--- src/rtl/program_loader.sv ---
// program_loader: byte-stream writer for the core's writable program memory.
// Accepts a length byte N, then N big-endian 16-bit words over a valid/ready
// byte interface, and writes them to program-memory addresses 0..N-1. The core
// is held in reset until a load completes cleanly.
//
// Optional feature macro: CHECKSUM_EN
//   defined   - a trailing checksum byte (XOR of N and all data bytes) must
//               match, otherwise the load ends in error.
//   undefined - no checksum byte; the last low byte completes the load.
//
// Ports:
//   clock, reset   system clock, synchronous active-high reset
//   start_i        single-cycle pulse that begins a load (ignored while busy)
//   in_valid_i     in_data_i holds a valid byte
//   in_data_i      stream byte
//   in_ready_o     loader accepts a byte this cycle
//   pm_we_o        program-memory write strobe, one cycle per word
//   pm_addr_o      program-memory write address
//   pm_wdata_o     program-memory write data
//   core_reset_o   holds the core in reset (1 = hold)
//   busy_o         load in progress
//   done_o         last load completed without error
//   error_o        last load aborted
module program_loader #(
    parameter int unsigned PC_WIDTH = 6
) (
    input  logic                clock,
    input  logic                reset,
    input  logic                start_i,
    input  logic                in_valid_i,
    input  logic [7:0]          in_data_i,
    output logic                in_ready_o,
    output logic                pm_we_o,
    output logic [PC_WIDTH-1:0] pm_addr_o,
    output logic [15:0]         pm_wdata_o,
    output logic                core_reset_o,
    output logic                busy_o,
    output logic                done_o,
    output logic                error_o
);

    // The top address is the core's halt slot, so at most DEPTH-1 words load.
    localparam int unsigned DEPTH = 32'd1 << PC_WIDTH;
    localparam int unsigned MAXW  = ((DEPTH - 32'd1) > 32'd255) ? 32'd255 : (DEPTH - 32'd1);

`ifdef CHECKSUM_EN
    typedef enum logic [2:0] {
        S_IDLE, S_LEN, S_HI, S_LO, S_CHK, S_DONE, S_ERROR
    } state_t;
`else
    typedef enum logic [2:0] {
        S_IDLE, S_LEN, S_HI, S_LO, S_DONE, S_ERROR
    } state_t;
`endif

    state_t                state_q;
    logic [PC_WIDTH-1:0]   addr_q;
    logic [7:0]            cnt_q;
    logic [7:0]            hi_q;
`ifdef CHECKSUM_EN
    logic [7:0]            ck_q;
`endif

    logic                  in_ready_q;
    logic                  pm_we_q;
    logic [PC_WIDTH-1:0]   pm_addr_q;
    logic [15:0]           pm_wdata_q;
    logic                  core_reset_q;
    logic                  busy_q;
    logic                  done_q;
    logic                  error_q;

    logic                  accept_c;
    logic                  restart_c;
    logic                  len_bad_c;

    // Handshake, start qualification and length validation.
    assign accept_c  = in_valid_i & in_ready_q;
    assign restart_c = start_i & ((state_q == S_IDLE) || (state_q == S_DONE) ||
                                  (state_q == S_ERROR));
    assign len_bad_c = (in_data_i == 8'd0) || (32'(in_data_i) > MAXW);

    // Loader FSM with registered outputs.
    always_ff @(posedge clock) begin
        if (reset) begin
            state_q      <= S_IDLE;
            addr_q       <= '0;
            cnt_q        <= 8'd0;
            hi_q         <= 8'd0;
`ifdef CHECKSUM_EN
            ck_q         <= 8'd0;
`endif
            in_ready_q   <= 1'b0;
            pm_we_q      <= 1'b0;
            pm_addr_q    <= '0;
            pm_wdata_q   <= 16'd0;
            core_reset_q <= 1'b1;
            busy_q       <= 1'b0;
            done_q       <= 1'b0;
            error_q      <= 1'b0;
        end else begin
            pm_we_q <= 1'b0;

            case (state_q)
                S_LEN: begin
                    if (accept_c) begin
                        if (len_bad_c) begin
                            state_q    <= S_ERROR;
                            in_ready_q <= 1'b0;
                            busy_q     <= 1'b0;
                            error_q    <= 1'b1;
                        end else begin
                            state_q <= S_HI;
                            cnt_q   <= in_data_i;
`ifdef CHECKSUM_EN
                            ck_q    <= in_data_i;
`endif
                        end
                    end
                end

                S_HI: begin
                    if (accept_c) begin
                        state_q <= S_LO;
                        hi_q    <= in_data_i;
`ifdef CHECKSUM_EN
                        ck_q    <= ck_q ^ in_data_i;
`endif
                    end
                end

                S_LO: begin
                    if (accept_c) begin
                        pm_we_q    <= 1'b1;
                        pm_addr_q  <= addr_q;
                        pm_wdata_q <= {hi_q, in_data_i};
                        addr_q     <= addr_q + PC_WIDTH'(1);
                        cnt_q      <= cnt_q - 8'd1;
`ifdef CHECKSUM_EN
                        ck_q       <= ck_q ^ in_data_i;
`endif
                        if (cnt_q == 8'd1) begin
`ifdef CHECKSUM_EN
                            state_q    <= S_CHK;
`else
                            state_q    <= S_DONE;
                            in_ready_q <= 1'b0;
`endif
                        end else begin
                            state_q <= S_HI;
                        end
                    end
                end

`ifdef CHECKSUM_EN
                S_CHK: begin
                    if (accept_c) begin
                        in_ready_q <= 1'b0;
                        if (in_data_i == ck_q) begin
                            state_q <= S_DONE;
                        end else begin
                            state_q <= S_ERROR;
                            busy_q  <= 1'b0;
                            error_q <= 1'b1;
                        end
                    end
                end
`endif

                // Status flips one cycle after entry, i.e. after the final write lands.
                S_DONE: begin
                    busy_q       <= 1'b0;
                    done_q       <= 1'b1;
                    core_reset_q <= 1'b0;
                end

                default: ;
            endcase

            // A qualified start overrides whatever the idle/terminal state set above.
            if (restart_c) begin
                state_q      <= S_LEN;
                addr_q       <= '0;
                in_ready_q   <= 1'b1;
                core_reset_q <= 1'b1;
                busy_q       <= 1'b1;
                done_q       <= 1'b0;
                error_q      <= 1'b0;
`ifdef CHECKSUM_EN
                ck_q         <= 8'd0;
`endif
            end
        end
    end

    assign in_ready_o   = in_ready_q;
    assign pm_we_o      = pm_we_q;
    assign pm_addr_o    = pm_addr_q;
    assign pm_wdata_o   = pm_wdata_q;
    assign core_reset_o = core_reset_q;
    assign busy_o       = busy_q;
    assign done_o       = done_q;
    assign error_o      = error_q;

endmodule

--- config.mk ---
export PLATFORM = sky130hd
export DESIGN_NAME = program_loader
export DESIGN_NICKNAME = d
export VERILOG_FILES = /design/src/rtl/program_loader.sv
export SDC_FILE = /design/constraint.sdc
export NUM_CORES = 1
export LEC_CHECK = 0
export ABC_AREA = 1
export CAP_MARGIN = 20
export CORE_ASPECT_RATIO = 1.5
export CORE_MARGIN = 5
export CORE_UTILIZATION = 54
export CTS_BUF_LIST = sky130_fd_sc_hd__clkbuf_8
export CTS_CLUSTER_DIAMETER = 120
export DETAILED_ROUTE_END_ITERATION = 12
export GPL_ROUTABILITY_DRIVEN = 0
export PLACE_DENSITY = 0.82
export SYNTH_ARGS = -nofsm -noshare
export SYNTH_HDL_FRONTEND = slang
export SYNTH_SLANG_ARGS = --single-unit
--- constraint.sdc ---
create_clock -name clock -period 1.54 [get_ports clock]
set_input_delay 0.385 -clock clock [delete_from_list [all_inputs] [get_ports clock]]
set_output_delay 0.385 -clock clock [all_outputs]
set_load 0.02 [all_outputs]
# Yosys cells after proc, flatten, opt, wreduce, memory -nomap -nowiden
# Index checks and enable logic that the tools add are counted.
# W data, S select, Z words.
# word_totals
wordCells,74
in_bits,12
ff_bits,53
# op_classes
bitwise,3
muxes,20
magnitude_cmp,1
addsub,2
reduce_logical,20
eq_ne,15
# ops
op,n
$mux W8,3
$pmux W8 S2,1
$mux W3,5
$ne A3 B3 Y1 const B,5
$reduce_and A4 Y1,3
$pmux W3 S3,1
$reduce_bool A3 Y1,3
$eq A8 B1 Y1 const B,1
$gt A8 B6 Y1 const B,1
$logic_not A8 Y1,1
$mux W1,8
$ne A2 B2 Y1 const B,4
$sub A8 B1 Y8 const B,1
$add A6 B1 Y6 const B,1
$eq A3 B2 Y1 const B,2
$eq A3 B3 Y1 const B,2
$reduce_and A3 Y1,2
$reduce_and A5 Y1,1
$pmux W1 S2,2
$reduce_and A2 Y1,2
$reduce_bool A4 Y1,1
$reduce_or A2 Y1,2
$eq A3 B1 Y1 const B,1
$logic_not A3 Y1,1
4 further kinds,7

# Logic depth before layout (Yosys ltp)
# Gate-level depths: netlist (run 1).
# logic_depth
ltp_word,6
ltp_mapped,9
ltp_nobuf,9

# Worst setup path after synthesis (run 1)
# Ideal clock, no wire load.
# synth_path
path_kind,flip-flop to flip-flop
from,register in_ready_q (netlist: in_ready_o)
to,register addr_q[4]
setup_time_ns,0.115
t_required_ns,1.425
t_arrival_ns,1.175
path_buffers,0
slack_ns,0.250
path_stages_with_launch,8
cell_sequence,dfxtp_1 > nand2_1 > inv_1 > nand2_2 > nor3_1 > nand3_1 > nand2_1 > nor2_1
# synth_via
elab_chain_cells,2
# synth_rtl
item,line_no,source
start: declaration,64,logic in_ready_q;
start signal: assignment,93,in_ready_q <= 1'b0;
start signal: assignment,109,in_ready_q <= 1'b0;
start signal: assignment,147,in_ready_q <= 1'b0;
$and A1 B1 Y1,78,assign accept_c = in_valid_i & in_ready_q;
$reduce_and A2 Y1 (no line),--,
end signal: assignment,137,addr_q <= addr_q + PC_WIDTH'(1);
end: declaration,57,logic [PC_WIDTH-1:0] addr_q;
# Every way passes these cells.
# A chain may end at the register's enable or synchronous reset.

# Final worst setup path (run 1)
# layout_path
from,input in_valid_i
to,register pm_wdata_q[11] (netlist: pm_wdata_o[11])
# layout_via
elab_chain_cells,2
# layout_rtl
item,line_no,source
start: declaration,30,"input logic in_valid_i,"
$and A1 B1 Y1,78,
$reduce_and A2 Y1 (no line),--,
end signal: assignment,136,"pm_wdata_q <= {hi_q, in_data_i};"
end: declaration,67,logic [15:0] pm_wdata_q;
# Every way passes these cells.

==> results of run 1 <==
-- power by group --
part           switching (uW)  leakage (uW)  internal [uW]
combinational             280      0.000855            192
sequential               34.5      0.000428           1410
clock                     444     0.0000681            645
-- through the flow --
| stage | TNS, ps | cell area, sq um | util (%) | hold slack (ps) | power [uW] |
|---|---|---|---|---|---|
| after global placement | -5260 | 2800 | 70.1 | 436 | 1930 |
| after detailed placement | -6730 | 2800 | 70.1 | 448 | 1940 |
| after global routing | -1.55 | 2910 | 73.0 | 479 | 3160 |
| after floorplan | 0 | 2260 | - | 450 | 1760 |
| final | 0 | 2910 | 73.0 | 450 | 3010 |
| after CTS | 0 | 2900 | 72.6 | 460 | 3010 |
-- placed cells by master (no fill, tap or decap) --
cell,Yosys,final
nor2_1,69,68
dfxtp_1,53,52
o21ai_0,47,46
nand2_1,43,43
dlygate4sd2_1,0,28
inv_1,26,26
a21oi_1,26,26
buf_4,2,18
nand3_1,16,16
clkdlybuf4s50_1,0,11
inv_2,5,5
clkbuf_8,0,5
nand2_2,4,3
nand4_1,3,3
ha_1,3,3
nor2_2,1,2
o21ai_1,1,2
bufinv_16,0,2
o21a_1,1,1
nor2_4,1,1
nor3_2,0,1
nand2_4,0,1
o22ai_1,1,1
nor3b_1,1,1
and3_1,1,1
nor3_1,2,1
xnor2_1,1,1
or2_2,1,1
clkinv_2,0,1
buf_12,0,1
dfxtp_2,0,1
-- synthesized netlist by cell type, types with 3 or more instances --
master    number  share of area [%]
nor2_1        69                 11
dfxtp_1       53                 47
o21ai_0       47                 10
nand2_1       43                7.1
a21oi_1       26                5.8
inv_1         26                4.3
nand3_1       16                3.5
inv_2          5               0.83
buf_2          4               0.89
nand2_2        4                1.1
clkbuf_1       3               0.50
ha_1           3                1.7
nand4_1        3               0.83
-- registers in the layout, summed over array words and instances (netlist names) --
| signal | flops |
|---|---|
| core_reset_o | 1 |
| busy_o | 1 |
| done_o | 1 |
| error_o | 1 |
| addr_q | 6 |
| cnt_q | 8 |
| pm_addr_o | 6 |
| pm_we_o | 1 |
| state_q | 3 |
| pm_wdata_o | 16 |
| hi_q | 8 |
| in_ready_o | 1 |
-- what timing repair did --
item,4_1_cts,5_1_grt
hold buffers,0,0
endpoints found under the setup margin,28,8
setup buffers,0,0
resized for setup,28,5
-- cells by family (layout without fill, tap and decap cells) --
family,count (synthesis),in the layout,share of synthesized area [%]
simple gates,142,142,26.2
compound gates,76,76,17.0
flops,53,53,46.9
buf+inv,42,97,7.86
fa+ha+maj,3,3,1.66
xor+xnor,1,1,0.387
-- metal layers --
metal	part of all wire, %	global-route usage, %
met5	0	0
met4	2.6	8.11
met3	4.0	3.90
met2	52	35.8
met1	41	22.1
-- area by class of cell --
type	instances	area (sq um)
clock buffers	5	68.8
inverters	31	116
fillers	363	1080
well taps	45	56.3
flip-flops and latches	53	1060
repair buffers	58	510
clock inverters	3	65.1
multi-input cells	222	1030
-- how the worst max path moves through the flow --
stage                  from             end  slack (ps)  depth (start not counted)
2_1_floorplan    in_ready_o       addr_q[4]         250                          7
3_3_place_gp   in_data_i[4]        cnt_q[4]        -190                          9
3_5_place_dp   in_data_i[5]        cnt_q[5]        -230                          9
4_1_cts        in_data_i[4]        cnt_q[6]         100                          9
5_1_grt        in_data_i[4]        cnt_q[5]          -2                          9
6_report         in_valid_i  pm_wdata_o[11]          90                          7
-- worst max-delay path, delay by kind of cell --
kind	cells	cell delay, ps
AOI/OAI and AO/OA	1	230
buffers and inverters	3	770
and+or+nand+nor	3	260
==> flow_summary_export.csv, run 1 <==
group,metric,value,unit
route,drt-pass1-iter-count,4,
grt,grt_max_degree,29,
die,io_pins,40,
synth,ys_warn_count,0,
synth,postSynth.asyncResetShare,0,%
synth,synth-main-ff-cell,"dfxtp_1",
grt,grt_usage,19.5,%
die,row_count,28,
critical_path,max_stage_delay,450,ps
synth,syn_area,0.00226,sq mm
min_path,hold_start,"done_o",
route,routedWlPerCell,12.7,um
route,route.vias.total,2210,
power,power_density,1030,mW/mm^2
finish,drive_above_1_share,11.3,%
critical_path,crit_path_end_kind,"flip-flop",
route,first_iter_violations,122,
critical_path,crit_arrival,1650,ps
status,status,"complete, no violations",
critical_path,critical_path.max_fanout,20,
sta,finalSetupViolations,0,
die,coreArea,0.00399,sq mm
sta,min_period,1450,ps
synth,syn_avg_cell_area,7.13,sq um
finish,stdcell_count,417,
synth,synth_edf_count,0,
die,fp.dieH,89.3,um
sta,clock_skew,1.75,ps
grt,grt.overflow.total,0,
sta,slew_violations,0,
clocking,cts_buffer_depth,2,
grt,grt_antenna_before_repair,0,
min_path,hold_path_class,"reg -> reg",
clocking,cts_sinks,53,
grt,grt_pass1_vias,2049,
critical_path,rr_worst_depth,8,
critical_path,critPathLaunchType,"input pin",
power,leakagePower,0.00135,uW
clocking,clk_latency,300,ps
run,drv_cap,0,
clocking,cts_buffers,5,
power,irDropWorstVdd,1040,uV
grt,grt_pass1_wl,8900,um
finish,antenna_cells,0,
sta,fin_crit_sh,94.4,%
placed_design,dpl_worst_slack,-228,ps
sta,worstMarginPinSlew,273,ps
route,routed_via_density,5.30,
placed_design,dp_hpwl,3930,um
clocking,tritoncts,"built",
placed_design,dp.cells,409,
min_path,holdPathStages,2,
synth,seq_area_frac_synth,46.9,%
sta,hold_viol_final,0,
finish,syn_to_final_growth,28.9,%
critical_path,r2r_setup_slack,150,ps
die,start_util,56.6,%
critical_path,worstPathRequired,1740,ps
critical_path,crit_type,"in -> reg",
clocking,root_buffer,"clkbuf_8",
route,ant_nets,0,
critical_path,r2r-end,"cnt_q[2]",
clocking,cts_max_level,2,
sta,setup_slack,85.8,ps
die,die_x,62.8,um
die,dieArea,0.00561,sq mm
synth,syn_inst,317,
synth,synth_cell_types,26,
placed_design,port_buffers,39,
route,drt_wl_total,5280,um
min_path,hold_end,"done_o",
route,remaining_drc_errors,0,
synth,yosys_register_bits,53,
critical_path,worstPathCellList,"clkdlybuf4s50_1 -> nand2_1 -> inv_1 -> nand2_2 -> buf_4 -> o21ai_0 -> nor2_1",
clocking,clk_pin_slew,90,ps
critical_path,slowest_stage,"clkdlybuf4s50_1",
critical_path,rr_startpoint,"cnt_q[0]",
synth,syn_nets,332,
sta,max_slew_margin,81.8,%
sta,fmax,0.688,GHz
finish,layout.nets,386,
Note: power is estimated with default switching activity, not from simulation.
==> run 2: changes to the inputs <==
ABC_AREA = default   (was 1)
CORE_MARGIN = 1.5   (was 5)
==> flow_summary_export.csv, run 2 <==
group,metric,value,unit
status,status,"finished with violations",
status,violations,"setup timing",
placed_design,dp_hpwl,4250,um
grt,grt_antenna_before_repair,0,
sta,slew_violations,0,
clocking,cts_max_level,2,
finish,seq_area,0.00107,sq mm
min_path,hold_start,"pm_wdata_o[11]",
power,power_density,826,mW/mm^2
finish,final_cell_mix,"nand2_1 (57), dfxtp_1 (49), buf_4 (34)",
power,leakagePower,0.00131,uW
critical_path,rr_startpoint,"cnt_q[3]",
route,remaining_drc_errors,0,
clocking,cts_buffer_depth,2,
critical_path,max_stage_delay,540,ps
grt,grt.overflow.total,0,
grt,grt_pass1_wl,10100,um
critical_path,crit_arrival,1890,ps
sta,max_slew_margin,60.8,%
sta,holdWs,453,ps
clocking,cts_sinks,53,
grt,grt_usage,28.0,%
die,start_util,57.0,%
sta,min_period,1630,ps
critical_path,cpMostUsedCell,"or4_4",
synth,synth_top_cell_by_area,"dfxtp_1",
synth,ys_warn_count,0,
critical_path,critical_path.max_fanout,3,
route,drt_wl_total,6790,um
sta,rsz0062_at_grt,"yes",
critical_path,crit_type,"reg -> reg",
critical_path,critPathLaunchType,"flip-flop",
grt,grt_pass1_vias,2182,
route,routedWlPerCell,17.5,um
die,fp.dieH,82.1,um
grt,grt_max_degree,25,
power,irDropWorstVdd,789,uV
placed_design,port_buffers,39,
die,die_x,55.8,um
sta,clock_skew,8.66,ps
sta,worstMarginPinSlew,584,ps
sta,fin_crit_sh,106,%
die,io_pins,40,
route,ant_nets,0,
finish,drive_above_1_share,22.7,%
synth,synth_top_area_share,47.1,%
synth,postSynth.asyncResetShare,0,%
clocking,root_buffer,"clkbuf_8",
critical_path,worstPathCellList,"or4_4 -> or4_4 -> o21ai_4 -> a31o_1",
sta,fmax,0.614,GHz
sta,tns,-430,ps
synth,synth-main-ff-cell,"dfxtp_1",
run,drv_cap,0,
route,routed_via_density,5.92,
clocking,cts_hold_buf,0,
critical_path,startpoint,"cnt_q[3]",
min_path,hold_path_class,"reg -> reg",
synth,syn_area,0.00225,sq mm
synth,synth_edf_count,0,
synth,syn_nets,284,
synth,seq_area_frac_synth,47.1,%
finish,largest_reg_flops,16,
clocking,cts_buffers,5,
synth,synth_cell_types,43,
finish,layout_commonest_cell,"nand2_1",
die,coreArea,0.00396,sq mm
finish,n_fill_cell,265,
finish,multi_input_area,0.00118,sq mm
die,dieArea,0.00458,sq mm
synth,synth_area_leaders,"dfxtp_1 (47%), nand2_1 (9.5%), a21oi_1 (8.4%)",
die,row_count,28,
finish,antenna_cells,0,
clocking,clk_latency,310,ps
synth,yosys_register_bits,53,
min_path,holdPathStages,2,
synth,syn_avg_cell_area,8.38,sq um
critical_path,worstPathRequired,1800,ps
finish,syn_to_final_growth,41.1,%
clocking,clk_pin_slew,100,ps
synth,synth_common_cells,"nand2_1 (57), dfxtp_1 (53), a21oi_1 (38)",
clocking,tritoncts,"built",
route,first_iter_violations,115,
critical_path,slowest_stage,"or4_4",
critical_path,crit_path_end_kind,"flip-flop",
route,drt-pass1-iter-count,6,
sta,finalSetupViolations,10,
route,route.vias.total,2296,
sta,hold_viol_final,0,
critical_path,r2r_setup_slack,-90,ps
synth,syn_inst,269,
finish,layout.nets,357,
synth,yosysMostFrequentCell,"nand2_1",
sta,setup_slack,-89.7,ps
critical_path,rr_worst_depth,4,
[run 2: timing repair]
item / in CTS / in global routing
pin swaps: 8 / 9
gates cloned: 1 / 1
resized for setup: 57 / 24
endpoints found under the setup margin: 42 / 25
buffers inserted: 2 / 0
[run 2: layout make-up]
class / count / area share, %
repair buffers: 81 / 23.0
clock inverters: 2 / 1.18
inverters: 6 / 0.708
well taps: 45 / 1.77
multi-input cells: 195 / 37.2
clock buffers: 6 / 2.60
flip-flops and latches: 53 / 33.6
[run 2: layer usage]
layer | vias up | part of all wire (%) | routed length (um) | track usage [%]
li1 | 1062 | - | - | -
met1 | 1106 | 37 | 2540 | 31.0
met2 | 99 | 53 | 3620 | 51.3
met3 | 29 | 5.5 | 373 | 4.98
met4 | 0 | 3.7 | 252 | 14.6
met5 | - | 0 | 0 | 0
[run 2: cells by family after synthesis]
| family | count (synthesis) | share of synthesized area, % |
|---|---|---|
| buffers and inverters | 21 | 4.49 |
| muxes | 9 | 4.00 |
| AOI/OAI and AO/OA | 64 | 17.1 |
| DFF | 53 | 47.1 |
| xor gates and xnor gates | 5 | 1.94 |
| adders and majority gates | 3 | 1.66 |
| and+or+nand+nor | 114 | 23.8 |
[run 2: worst max-delay path: cells and delay by family, from the launching register on]
kind | cells | cell delay (ps)
simple gates | 2 | 990
flops | 1 | 330
compound gates | 2 | 260
[run 2: power by group]
| group | internal [uW] | total (uW) | switching [uW] | leakage (uW) |
|---|---|---|---|---|
| Clock | 529 | 999 | 470 | 0.0000574 |
| Combinational | 105 | 239 | 134 | 0.000826 |
| Sequential | 1380 | 1390 | 9.50 | 0.000429 |
[run 2: metrics by stage]
stage	util [%]	instance area [sq um]	setup slack, ps	std cells	power [uW]
final	80.4	3180	-89.7	388	2630
after global routing	80.4	3180	-116	388	2690
after CTS	78.4	3110	-65.7	387	2600
after detailed placement	74.5	2950	-594	376	1640
after global placement	74.5	2950	-563	376	1640
after floorplan	-	2260	-28.4	269	1510
[run 2: final timing paths]
kind / endpoint
min: pm_wdata_o[11]
max reg2reg: state_q[2]
max: state_q[2]
min reg2reg: pm_wdata_o[11]
